## src/rtl/spi_wb_sequencer_if.sv

```systemverilog
// Request/response handshake and Wishbone master bus of spi_wb_sequencer.
// master = sequencer side, slave = requester plus simple_spi side.
interface spi_wb_sequencer_if #(
    parameter int SS_WIDTH = 8
);
    localparam int SS_IW = (SS_WIDTH > 1) ? $clog2(SS_WIDTH) : 1;

    logic             req_valid;
    logic             req_ready;
    logic [SS_IW-1:0] req_ss;
    logic [7:0]       req_data;
    logic [1:0]       req_mode;
    logic [3:0]       req_div;
    logic             req_hold;
    logic             rsp_valid;
    logic [7:0]       rsp_data;
    logic             rsp_err;
    logic             cyc_o;
    logic             stb_o;
    logic [2:0]       adr_o;
    logic             we_o;
    logic [7:0]       dat_o;
    logic [7:0]       dat_i;
    logic             ack_i;

    modport master (
        input  req_valid, req_ss, req_data, req_mode, req_div, req_hold, dat_i, ack_i,
        output req_ready, rsp_valid, rsp_data, rsp_err, cyc_o, stb_o, adr_o, we_o, dat_o
    );

    modport slave (
        output req_valid, req_ss, req_data, req_mode, req_div, req_hold, dat_i, ack_i,
        input  req_ready, rsp_valid, rsp_data, rsp_err, cyc_o, stb_o, adr_o, we_o, dat_o
    );
endinterface

```

## src/rtl/spi_wb_sequencer.sv

```systemverilog
// Wishbone master that drives one simple_spi core in polled mode for single-byte
// transfers, caching SPCR/SPER/SS so that unchanged configuration is not rewritten.
module spi_wb_sequencer #(
    parameter int SS_WIDTH = 8,
    parameter int POLL_MAX = 1024
) (
    input  logic                clk_i,
    input  logic                rst_i,
    spi_wb_sequencer_if.master  bus
);
    localparam int SS_IW = (SS_WIDTH > 1) ? $clog2(SS_WIDTH) : 1;
    localparam int PW    = $clog2(POLL_MAX + 1);

    typedef enum logic [3:0] {
        S_IDLE, S_W_SPCR, S_W_SPER, S_W_SS, S_W_SPDR, S_R_SPSR, S_R_SPDR,
        S_W_SPSR, S_W_SSOFF, S_A_SPCR, S_A_SS, S_RESP
    } state_t;

    state_t           state_q, state_d;
    logic             stb_q, stb_d, we_q, we_d;
    logic [2:0]       adr_q, adr_d;
    logic [7:0]       dat_q, dat_d;
    logic             req_ready_q, req_ready_d, rsp_valid_q, rsp_valid_d, rsp_err_q, rsp_err_d;
    logic [7:0]       rsp_data_q, rsp_data_d, rx_q, rx_d, data_q, data_d;
    logic [SS_IW-1:0] ss_q, ss_d, ss_c_q, ss_c_d;
    logic [1:0]       mode_q, mode_d, mode_c_q, mode_c_d;
    logic [3:0]       div_q, div_d, div_c_q, div_c_d;
    logic             hold_q, hold_d, err_q, err_d;
    logic             cache_valid_q, cache_valid_d, ss_active_q, ss_active_d;
    logic [PW-1:0]    poll_q, poll_d;

    logic             accept_s, done_s, cfg_hit_s, ss_hit_req_s, ss_hit_lat_s, poll_last_s;
    logic             acc_s, acc_we_s;
    logic [2:0]       acc_adr_s;
    logic [7:0]       acc_dat_s;

    assign accept_s     = bus.req_valid && req_ready_q;
    assign done_s       = stb_q && bus.ack_i;
    assign cfg_hit_s    = cache_valid_q && (bus.req_mode == mode_c_q) && (bus.req_div == div_c_q);
    assign ss_hit_req_s = ss_active_q && (bus.req_ss == ss_c_q);
    assign ss_hit_lat_s = ss_active_q && (ss_q == ss_c_q);
    assign poll_last_s  = (poll_q == PW'(POLL_MAX - 1));

    assign bus.cyc_o     = stb_q;
    assign bus.stb_o     = stb_q;
    assign bus.adr_o     = adr_q;
    assign bus.we_o      = we_q;
    assign bus.dat_o     = dat_q;
    assign bus.req_ready = req_ready_q;
    assign bus.rsp_valid = rsp_valid_q;
    assign bus.rsp_data  = rsp_data_q;
    assign bus.rsp_err   = rsp_err_q;

    // State register
    always_ff @(posedge clk_i) begin
        if (rst_i) begin
            state_q <= S_IDLE;
        end else begin
            state_q <= state_d;
        end
    end

    // Next-state: every access state advances only on its acknowledge
    always_comb begin
        state_d = state_q;
        case (state_q)
            S_IDLE: begin
                if (!accept_s)          state_d = S_IDLE;
                else if (!cfg_hit_s)    state_d = S_W_SPCR;
                else if (!ss_hit_req_s) state_d = S_W_SS;
                else                    state_d = S_W_SPDR;
            end
            S_W_SPCR:  state_d = done_s ? S_W_SPER : state_q;
            S_W_SPER:  state_d = done_s ? (ss_hit_lat_s ? S_W_SPDR : S_W_SS) : state_q;
            S_W_SS:    state_d = done_s ? S_W_SPDR : state_q;
            S_W_SPDR:  state_d = done_s ? S_R_SPSR : state_q;
            S_R_SPSR: begin
                if (!done_s)            state_d = state_q;
                else if (bus.dat_i[7])  state_d = S_R_SPDR;
                else if (poll_last_s)   state_d = S_A_SPCR;
                else                    state_d = S_R_SPSR;
            end
            S_R_SPDR:  state_d = done_s ? S_W_SPSR : state_q;
            S_W_SPSR:  state_d = done_s ? (hold_q ? S_RESP : S_W_SSOFF) : state_q;
            S_W_SSOFF: state_d = done_s ? S_RESP : state_q;
            S_A_SPCR:  state_d = done_s ? S_A_SS : state_q;
            S_A_SS:    state_d = done_s ? S_RESP : state_q;
            S_RESP:    state_d = S_IDLE;
            default:   state_d = S_IDLE;
        endcase
    end

    // Output and datapath next values
    always_comb begin
        acc_s = 1'b1; acc_we_s = 1'b1; acc_adr_s = 3'd0; acc_dat_s = 8'h00;
        stb_d = stb_q; we_d = we_q; adr_d = adr_q; dat_d = dat_q;
        ss_d = ss_q; data_d = data_q; mode_d = mode_q; div_d = div_q; hold_d = hold_q;
        ss_c_d = ss_c_q; mode_c_d = mode_c_q; div_c_d = div_c_q;
        cache_valid_d = cache_valid_q; ss_active_d = ss_active_q;
        poll_d = poll_q; err_d = err_q; rx_d = rx_q;
        rsp_data_d = rsp_data_q; rsp_err_d = rsp_err_q;
        case (state_q)
            S_W_SPCR:  acc_dat_s = {1'b0, 1'b1, 1'b0, 1'b1, mode_q, div_q[1:0]};
            S_W_SPER: begin acc_adr_s = 3'd3; acc_dat_s = {6'b000000, div_q[3:2]}; end
            S_W_SS:   begin acc_adr_s = 3'd4; acc_dat_s = 8'd1 << ss_q; end
            S_W_SPDR: begin acc_adr_s = 3'd2; acc_dat_s = data_q; end
            S_R_SPSR: begin acc_adr_s = 3'd1; acc_we_s = 1'b0; end
            S_R_SPDR: begin acc_adr_s = 3'd2; acc_we_s = 1'b0; end
            S_W_SPSR: begin acc_adr_s = 3'd1; acc_dat_s = 8'h80; end
            S_W_SSOFF: acc_adr_s = 3'd4;
            S_A_SPCR:  acc_dat_s = 8'h10;
            S_A_SS:    acc_adr_s = 3'd4;
            default: begin acc_s = 1'b0; acc_we_s = 1'b0; end
        endcase

        // A strobe that has just been acked drops for one cycle before the next access
        if (stb_q) begin
            stb_d = !bus.ack_i;
        end else if (acc_s) begin
            stb_d = 1'b1; adr_d = acc_adr_s; we_d = acc_we_s; dat_d = acc_dat_s;
        end else begin
            stb_d = 1'b0;
        end

        case (state_q)
            S_IDLE: begin
                if (accept_s) begin
                    ss_d = bus.req_ss; data_d = bus.req_data; mode_d = bus.req_mode;
                    div_d = bus.req_div; hold_d = bus.req_hold;
                    poll_d = '0; err_d = 1'b0;
                end else begin
                    poll_d = poll_q;
                end
            end
            S_W_SPER: begin
                if (done_s) begin
                    cache_valid_d = 1'b1; mode_c_d = mode_q; div_c_d = div_q;
                end else begin
                    cache_valid_d = cache_valid_q;
                end
            end
            S_W_SS:   ss_c_d = done_s ? ss_q : ss_c_q;
            S_R_SPSR: begin
                if (done_s) begin
                    poll_d = poll_q + PW'(1);
                    if (!bus.dat_i[7] && poll_last_s) begin
                        cache_valid_d = 1'b0; ss_active_d = 1'b0; err_d = 1'b1;
                    end else begin
                        err_d = err_q;
                    end
                end else begin
                    poll_d = poll_q;
                end
            end
            S_R_SPDR:  rx_d = done_s ? bus.dat_i : rx_q;
            S_W_SPSR:  ss_active_d = (done_s && hold_q) ? 1'b1 : ss_active_q;
            S_W_SSOFF: ss_active_d = done_s ? 1'b0 : ss_active_q;
            default:   err_d = err_q;
        endcase

        rsp_valid_d = (state_d == S_RESP);
        req_ready_d = (state_d == S_IDLE);
        if (state_d == S_RESP) begin
            rsp_data_d = err_q ? 8'h00 : rx_q;
            rsp_err_d  = err_q;
        end else begin
            rsp_data_d = rsp_data_q;
        end
    end

    // Datapath and bus output registers
    always_ff @(posedge clk_i) begin
        if (rst_i) begin
            stb_q <= 1'b0; we_q <= 1'b0; adr_q <= 3'd0; dat_q <= 8'h00;
            req_ready_q <= 1'b1; rsp_valid_q <= 1'b0; rsp_data_q <= 8'h00; rsp_err_q <= 1'b0;
            ss_q <= '0; data_q <= 8'h00; mode_q <= 2'd0; div_q <= 4'd0; hold_q <= 1'b0;
            ss_c_q <= '0; mode_c_q <= 2'd0; div_c_q <= 4'd0;
            cache_valid_q <= 1'b0; ss_active_q <= 1'b0;
            poll_q <= '0; err_q <= 1'b0; rx_q <= 8'h00;
        end else begin
            stb_q <= stb_d; we_q <= we_d; adr_q <= adr_d; dat_q <= dat_d;
            req_ready_q <= req_ready_d; rsp_valid_q <= rsp_valid_d;
            rsp_data_q <= rsp_data_d; rsp_err_q <= rsp_err_d;
            ss_q <= ss_d; data_q <= data_d; mode_q <= mode_d; div_q <= div_d; hold_q <= hold_d;
            ss_c_q <= ss_c_d; mode_c_q <= mode_c_d; div_c_q <= div_c_d;
            cache_valid_q <= cache_valid_d; ss_active_q <= ss_active_d;
            poll_q <= poll_d; err_q <= err_d; rx_q <= rx_d;
        end
    end
endmodule

```

## src/flat_wrapper.sv

```systemverilog
// flat-port wrapper written by rule: the top's interface ports become plain ports
module spi_wb_sequencer_flat 
#(
    parameter int SS_WIDTH = 8,
    parameter int POLL_MAX = 1024
)
  (clk_i, rst_i, bus_req_valid, bus_req_ss, bus_req_data, bus_req_mode, bus_req_div, bus_req_hold, bus_dat_i, bus_ack_i, bus_req_ready, bus_rsp_valid, bus_rsp_data, bus_rsp_err, bus_cyc_o, bus_stb_o, bus_adr_o, bus_we_o, bus_dat_o);
  spi_wb_sequencer_if #(.SS_WIDTH(SS_WIDTH)) bus_i ();
  input  logic clk_i;
  input  logic rst_i;
  input wire logic [$bits(bus_i.req_valid)-1:0] bus_req_valid;
  input wire logic [$bits(bus_i.req_ss)-1:0] bus_req_ss;
  input wire logic [$bits(bus_i.req_data)-1:0] bus_req_data;
  input wire logic [$bits(bus_i.req_mode)-1:0] bus_req_mode;
  input wire logic [$bits(bus_i.req_div)-1:0] bus_req_div;
  input wire logic [$bits(bus_i.req_hold)-1:0] bus_req_hold;
  input wire logic [$bits(bus_i.dat_i)-1:0] bus_dat_i;
  input wire logic [$bits(bus_i.ack_i)-1:0] bus_ack_i;
  output wire logic [$bits(bus_i.req_ready)-1:0] bus_req_ready;
  output wire logic [$bits(bus_i.rsp_valid)-1:0] bus_rsp_valid;
  output wire logic [$bits(bus_i.rsp_data)-1:0] bus_rsp_data;
  output wire logic [$bits(bus_i.rsp_err)-1:0] bus_rsp_err;
  output wire logic [$bits(bus_i.cyc_o)-1:0] bus_cyc_o;
  output wire logic [$bits(bus_i.stb_o)-1:0] bus_stb_o;
  output wire logic [$bits(bus_i.adr_o)-1:0] bus_adr_o;
  output wire logic [$bits(bus_i.we_o)-1:0] bus_we_o;
  output wire logic [$bits(bus_i.dat_o)-1:0] bus_dat_o;
  assign bus_i.req_valid = bus_req_valid;
  assign bus_i.req_ss = bus_req_ss;
  assign bus_i.req_data = bus_req_data;
  assign bus_i.req_mode = bus_req_mode;
  assign bus_i.req_div = bus_req_div;
  assign bus_i.req_hold = bus_req_hold;
  assign bus_i.dat_i = bus_dat_i;
  assign bus_i.ack_i = bus_ack_i;
  assign bus_req_ready = bus_i.req_ready;
  assign bus_rsp_valid = bus_i.rsp_valid;
  assign bus_rsp_data = bus_i.rsp_data;
  assign bus_rsp_err = bus_i.rsp_err;
  assign bus_cyc_o = bus_i.cyc_o;
  assign bus_stb_o = bus_i.stb_o;
  assign bus_adr_o = bus_i.adr_o;
  assign bus_we_o = bus_i.we_o;
  assign bus_dat_o = bus_i.dat_o;
  spi_wb_sequencer #(.SS_WIDTH(SS_WIDTH), .POLL_MAX(POLL_MAX)) u_core (.clk_i(clk_i), .rst_i(rst_i), .bus(bus_i));
endmodule
```

## config.mk

```make
export PLATFORM = sky130hd
export DESIGN_NAME = spi_wb_sequencer_flat
export DESIGN_NICKNAME = d
export VERILOG_FILES = /design/src/rtl/spi_wb_sequencer_if.sv /design/src/rtl/spi_wb_sequencer.sv /design/src/flat_wrapper.sv
export SDC_FILE = /design/constraint.sdc
export NUM_CORES = 1
export LEC_CHECK = 0
export ABC_AREA = 1
export BUFFER_PORTS_ARGS = -buffer_cell sky130_fd_sc_hd__buf_2
export CAP_MARGIN = 40
export CORE_MARGIN = 2
export CORE_UTILIZATION = 30
export CTS_CLUSTER_SIZE = 12
export DETAILED_ROUTE_END_ITERATION = 8
export HOLD_SLACK_MARGIN = 0.02
export PLACE_DENSITY_LB_ADDON = 0.25
export SYNTH_ARGS = -nofsm -noshare
export SYNTH_HDL_FRONTEND = slang
export SYNTH_SLANG_ARGS = --single-unit
export TNS_END_PERCENT = 30
```

## constraint.sdc

```tcl
create_clock -name clk_i -period 2 [get_ports clk_i]
set_input_delay 0.2 -clock clk_i [delete_from_list [all_inputs] [get_ports clk_i]]
set_output_delay 0.2 -clock clk_i [all_outputs]
set_load 0.05 [all_outputs]
```

; Yosys cells after proc, flatten, opt, wreduce, memory -nomap -nowiden
; Cells that the tools add are included.
[word_totals]
memories = 0
wordCells = 115
ramBits = 0
rom_bits = 0
register_bits = 77
latch_bits = 0
[classes]
mul = 0
mux = 38
bitwise_logic = 1
shift = 1
n_div = 0
magnitude_cmp = 0
reduce_logical = 30
n_eq_ne = 22
add_sub_neg = 1
[op_table]
columns = operator, n
row1 = 2-to-1 mux 4 bit, 13
row2 = case mux 8 bit (6 select lines), 1
row3 = case mux 4 bit (10 select lines), 1
row4 = 2-to-1 mux 11 bit, 2
row5 = case mux 11 bit (2 select lines), 1
row6 = equality test 4 x 3 -> 1 bit (second input constant), 4
row7 = equality test 4 bit (second input constant), 4
row8 = 2-to-1 mux 1 bit, 12
row9 = != test 2 x 1 -> 1 bit (second input constant), 6
row10 = case mux 3 bit (4 select lines), 1
row11 = adder 11 x 1 -> 11 bit (second input constant), 1
row12 = equality test 11 x 10 -> 1 bit (second input constant), 1
row13 = AND reduction 2 bit, 5
row14 = OR reduction 10 bit, 1
row15 = equality test 4 x 2 -> 1 bit (second input constant), 2
row16 = logical AND 1 bit, 8
row17 = logical NOT 4 bit, 2
row18 = 2-to-1 mux 8 bit, 1
row19 = AND reduction 4 bit, 2
row20 = OR reduction 8 bit, 1
row21 = left shift 1 x 3 -> 8 bit (first input constant), 1
row22 = equality test 3 bit, 2
row23 = 2-to-1 mux 3 bit, 2
row24 = OR reduction 2 bit, 3
row25 = 13 further kinds, 16

; Depth between registers and ports, before layout
[depth]
ltp_word = 7
mapped_depth = 15
ltp_nobuf = 13

; Least setup slack after synthesis
; OpenSTA, ideal clock, no wires.
[synth_timing]
path_type = register -> register
start = reg u_core.stb_q, in the netlist u_core.bus.cyc_o
end = reg u_core.poll_q[9]
path_stages_with_launch = 11
setup_ns = 0.117
synth_period_minus_slack_ns = 2.017
setup_slack_ns = -0.017
arrival_ns = 1.900
n_path_buf = 1
path_cell_list = dfxtp_1 nand2_2 inv_1 buf_2 nand2_1 nand2_2 nand2_1 nor2_2 nand4_1 o21ai_0 nor2_1
[synth_via]
elab_chain_len = 3
[synth_rtl]
columns = item, line_no
row1 = from (decl), spi_wb_sequencer.sv:20  ; logic stb_q, stb_d, we_q, we_d;
row2 = from (signal assigned), spi_wb_sequencer.sv:181  ; stb_q <= stb_d; we_q <= we_d; adr_q <= adr_d; dat_q <= dat_d;
row3 = logical AND 1 bit, spi_wb_sequencer.sv:38  ; assign done_s = stb_q && bus.ack_i;
row4 = != test 2 x 1 -> 1 bit (no source line), n/a
row5 = AND reduction 3 bit (no source line), n/a
row6 = to (signal assigned), spi_wb_sequencer.sv:187  ; poll_q <= poll_d; err_q <= err_d; rx_q <= rx_d;
row7 = to (decl), spi_wb_sequencer.sv:30  ; logic [PW-1:0] poll_q, poll_d;
; Every way passes these cells.
; A chain may end at the register's enable or synchronous reset.

; Worst setup path after layout
[layout_timing]
start = reg u_core.state_q[1]
end = reg u_core.rsp_data_q[6], in the netlist u_core.bus.rsp_data[6]
[layout_via]
elab_chain_len = 4
word_cells_on_any_way = 23
[layout_rtl]
columns = item, line_no
row1 = from (decl), spi_wb_sequencer.sv:19  ; state_t state_q, state_d;
row2 = from (signal assigned), spi_wb_sequencer.sv:59  ; state_q <= state_d;
row3 = equality test 4 bit, spi_wb_sequencer.sv:66  ; case (state_q)
row4 = OR reduction 2 bit (no source line), n/a
row5 = case mux 4 bit (10 select lines) (*), spi_wb_sequencer.sv:66
row6 = equality test 4 bit (*), spi_wb_sequencer.sv:163  ; if (state_d == S_RESP) begin
row7 = to (signal assigned), spi_wb_sequencer.sv:183  ; rsp_data_q <= rsp_data_d; rsp_err_q <= rsp_err_d;
row8 = to (decl), spi_wb_sequencer.sv:24  ; logic [7:0] rsp_data_q, rsp_data_d, rx_q, rx_d, data_q, data_d;
; Every way passes the cells marked *; elsewhere a longest branch is shown, timed or not.

==> flow_metrics.tcl <==
set metrics [dict create \
    status "finished clean" \
    coreArea_sq_mm 0.0121 \
    syn2layout_area_growth_pct 20.3 \
    synth_area_leaders "dfxtp_1 (41%), nand2_1 (13%), inv_1 (8.5%)" \
    yosys.area.top_type "dfxtp_1" \
    power.density_mw_per_mm2 799 \
    power.leakage_nw 2.05 \
    row_count 40 \
    multi_input_area_sq_mm 0.00180 \
    path_depth 12 \
    grt-ovfl-total 0 \
    ir_drop_v 0.000359 \
    worstMarginPinSlew_ns 0.400 \
    post_cts_buffers 0 \
    rr_worst_depth 12 \
    synth_sequential_area_ratio_pct 41.0 \
    clk_pin_slew_ns 0.05 \
    synth_xor_area_share_pct 0.233 \
    r2r_slack_ns 0.19 \
    synth-simple-area-share_pct 29.1 \
    drv_slew 0 \
    cts_made_buffers 9 \
    cts_sinks 77 \
    dp_hpwl_mm 7.23 \
    n_antenna_cell 0 \
    whs_ns 0.100 \
    rsz0062_at_grt "false" \
    fin_tns_setup_ns 0 \
    grt_first_pass_wirelength_mm 16.0 \
    synth_top_family_by_area "simple AND/OR/NAND/NOR gates" \
    clockPowerShare_pct 40.5 \
    switching_share_pct 27.4 \
    drc 0 \
    power_switching_uw 991 \
    clk_latency_ns 0.34 \
    mostFrequentLayoutCells "nand2_1 (131), inv_1 (85), dfxtp_1 (73)" \
    drt_first_pass_iters 4 \
    r2r-start "u_core.state_q[1]" \
    cts_resized 0 \
    clk_root_buffer_cell "clkbuf_16" \
    cts_hold_buf 0 \
    dieArea_sq_mm 0.0134 \
    power_frac_comb_pct 13.9 \
    layout_commonest_cell "nand2_1" \
    yosysUniqueCellTypes 36 \
    nFillCells 1337 \
    critPathSlowestCell "dfxtp_1" \
    cp_cell_sequence "inv_1, nor2_2, nand2_2, nor2_4, inv_2, o21ai_2, nor2_1, nand3_4, nand3_4, nand2_1, nand2_1, nor2_1" \
    synth_warnings 0 \
    antenna_found_initial 0 \
    syn_avg_cell_area_sq_um 6.76 \
    nets 648 \
    critPathCaptureType "flip-flop" \
    wl_per_cell_microns 12.2 \
    critPathArrivalTime_ns 2.08 \
    min_period_over_period_pct 90.3 \
    synth_fp_nets 587 \
    routed_wl_mm 9.64 \
    die_h_microns 116 \
    synth_compound_gate_area_share_pct 18.1 \
    fmax_mhz 554 \
    synth_mux_area_share_pct 0 \
    regArea_sq_mm 0.00155 \
    path_buf_inv 2 \
    slew_headroom_pct 73.3 \
    drive_gt1_share_pct 18.2 \
    crit_type "flip-flop to flip-flop" \
    drtAntennaViolNets 0 \
    place.gp.congestion 0.939 \
    vias_per_cell 4.59 \
    cts_tree "done" \
    crit_path_end "u_core.bus.rsp_data[6]" \
    path_delay_family "simple AND/OR/NAND/NOR gates" \
    worst-endpoint-required_ns 2.27 \
    clk_path_buf_depth 2 \
    grt_usage_pct 15.2 \
    startpoint_type "flip-flop" \
    synthCells 556 \
    htreeDepth 3 \
    hold_violations 0 \
    grt_max_degree 26 \
    first_iter_violations 224 \
    worstHoldPathType "input port to flip-flop" \
    vias 3625 \
    fp.dieW_microns 116 \
    start_util_pct 31.0 \
    synth_top_cell_area_share_pct 41.0 \
    critPathMaxFanout 12 \
    yosys.area_share.adder_pct 0.333 \
    grt_pass1_vias 3469 \
    worstSetupStartpoint "u_core.state_q[1]" \
    skew_ns 0.00501 \
    hold_depth 3 \
    maxCapViolations 0 \
    io_buffers 54 \
    finalSetupViolations 0 \
    synth_area_sq_mm 0.00376 \
    power_frac_seq_pct 45.6 \
    fin_crit_ns 1.81 \
    pin_count 55 \
    critical-path-max-stage-delay_ns 0.44 \
    ys_ff_latch 77 \
    power.internal_mw 2.62 \
    r2r_end "u_core.bus.rsp_data[6]" \
]
-- worst min-delay path by stage --
stage,slack [ns],to,from
after floorplan,0.28,u_core.poll_q[0],rst_i
after global placement,0.44,u_core.rx_q[2],bus_dat_i[2]
after detailed placement,0.44,u_core.rx_q[3],bus_dat_i[3]
after CTS,0.1,u_core.rx_q[2],bus_dat_i[2]
after global routing,0.12,u_core.rx_q[2],bus_dat_i[2]
final,0.10,u_core.rx_q[2],bus_dat_i[2]
-- per-layer routing --
layer | GRT usage (%) | vias to the layer above | part of all wire, %
li1 | - | 1898 | -
met1 | 18.9 | 1616 | 47
met2 | 25.2 | 94 | 45
met3 | 4.29 | 17 | 5.5
met4 | 5.48 | 0 | 1.9
met5 | 0 | - | 0
-- layout make-up --
cell class | count | share of cell area (%)
repair buffers | 66 | 7.97
inverters | 91 | 7.55
well taps | 168 | 4.65
clock buffers | 13 | 5.53
flip-flops and latches | 77 | 34.2
multi-input cells | 372 | 39.9
clock inverters | 2 | 0.221
-- worst register-to-register path: stages, from the launching register on --
cell and delay (ns):
dfxtp_1 0.44, inv_1 0.10, nor2_2 0.14, nand2_2 0.11
nor2_4 0.16, inv_2 0.12, o21ai_2 0.07, nor2_1 0.07
nand3_4 0.13, nand3_4 0.16, nand2_1 0.10, nand2_1 0.05
nor2_1 0.09
-- power by group through the flow --
stage	Clock [mW]	Combinational, mW	Sequential (mW)
final	1.46	0.502	1.65
after global routing	1.58	0.564	1.66
after CTS	1.52	0.505	1.65
after detailed placement	0	0.503	1.68
after global placement	0	0.498	1.68
after floorplan	0	0.280	1.74
-- through the flow --
step	cells	instance area [sq um]	total power, mW	worst slack (ns)	utilization [%]
2_1_floorplan	556	3760	2.02	0.222	-
3_3_place_gp	774	4250	2.18	0.148	35.1
3_5_place_dp	774	4250	2.18	0.136	35.1
4_1_cts	789	4510	3.67	0.110	37.3
5_1_grt	789	4520	3.79	0.00430	37.3
6_report	789	4520	3.61	0.193	37.3
-- Yosys cell counts, drive strengths merged --
| cell | count |
|---|---|
| nand2 | 139 |
| ha | 1 |
| a211oi | 2 |
| nor4 | 1 |
| o21bai | 1 |
| nor2 | 72 |
| o221a | 1 |
| buf | 6 |
| o211ai | 3 |
| nor3 | 4 |
| dfxtp | 77 |
| o221ai | 1 |
| and2 | 1 |
| a21oi | 54 |
| nand4 | 8 |
| clkbuf | 10 |
| a221oi | 2 |
| xor2 | 1 |
| o22ai | 4 |
| nand3 | 20 |
| a31oi | 4 |
| a22oi | 1 |
| inv | 91 |
| o21ai | 52 |
-- cells by family (layout without fill, tap and decap cells) --
logic type,Yosys count,count (layout)
buf+inv,107,172
fa+ha+maj,1,1
xor+xnor,1,1
compound gates,125,125
simple gates,245,245
flops,77,77
-- sequential cells by signal, summed over array words and instances (netlist names) --
name	flops
u_core.ss_c_q	3
u_core.ss_q	3
u_core.mode_q	2
u_core.mode_c_q	2
u_core.bus.rsp_data	8
u_core.cache_valid_q	1
u_core.bus.adr_o	3
u_core.err_q	1
u_core.ss_active_q	1
u_core.bus.cyc_o	1
u_core.bus.dat_o	8
u_core.bus.req_ready	1
u_core.rx_q	8
u_core.hold_q	1
u_core.data_q	8
u_core.bus.we_o	1
u_core.div_c_q	4
u_core.bus.rsp_valid	1
u_core.div_q	4
u_core.bus.rsp_err	1
u_core.poll_q	11
u_core.state_q	4
No activity file was read; power rests on OpenSTA's default activity.
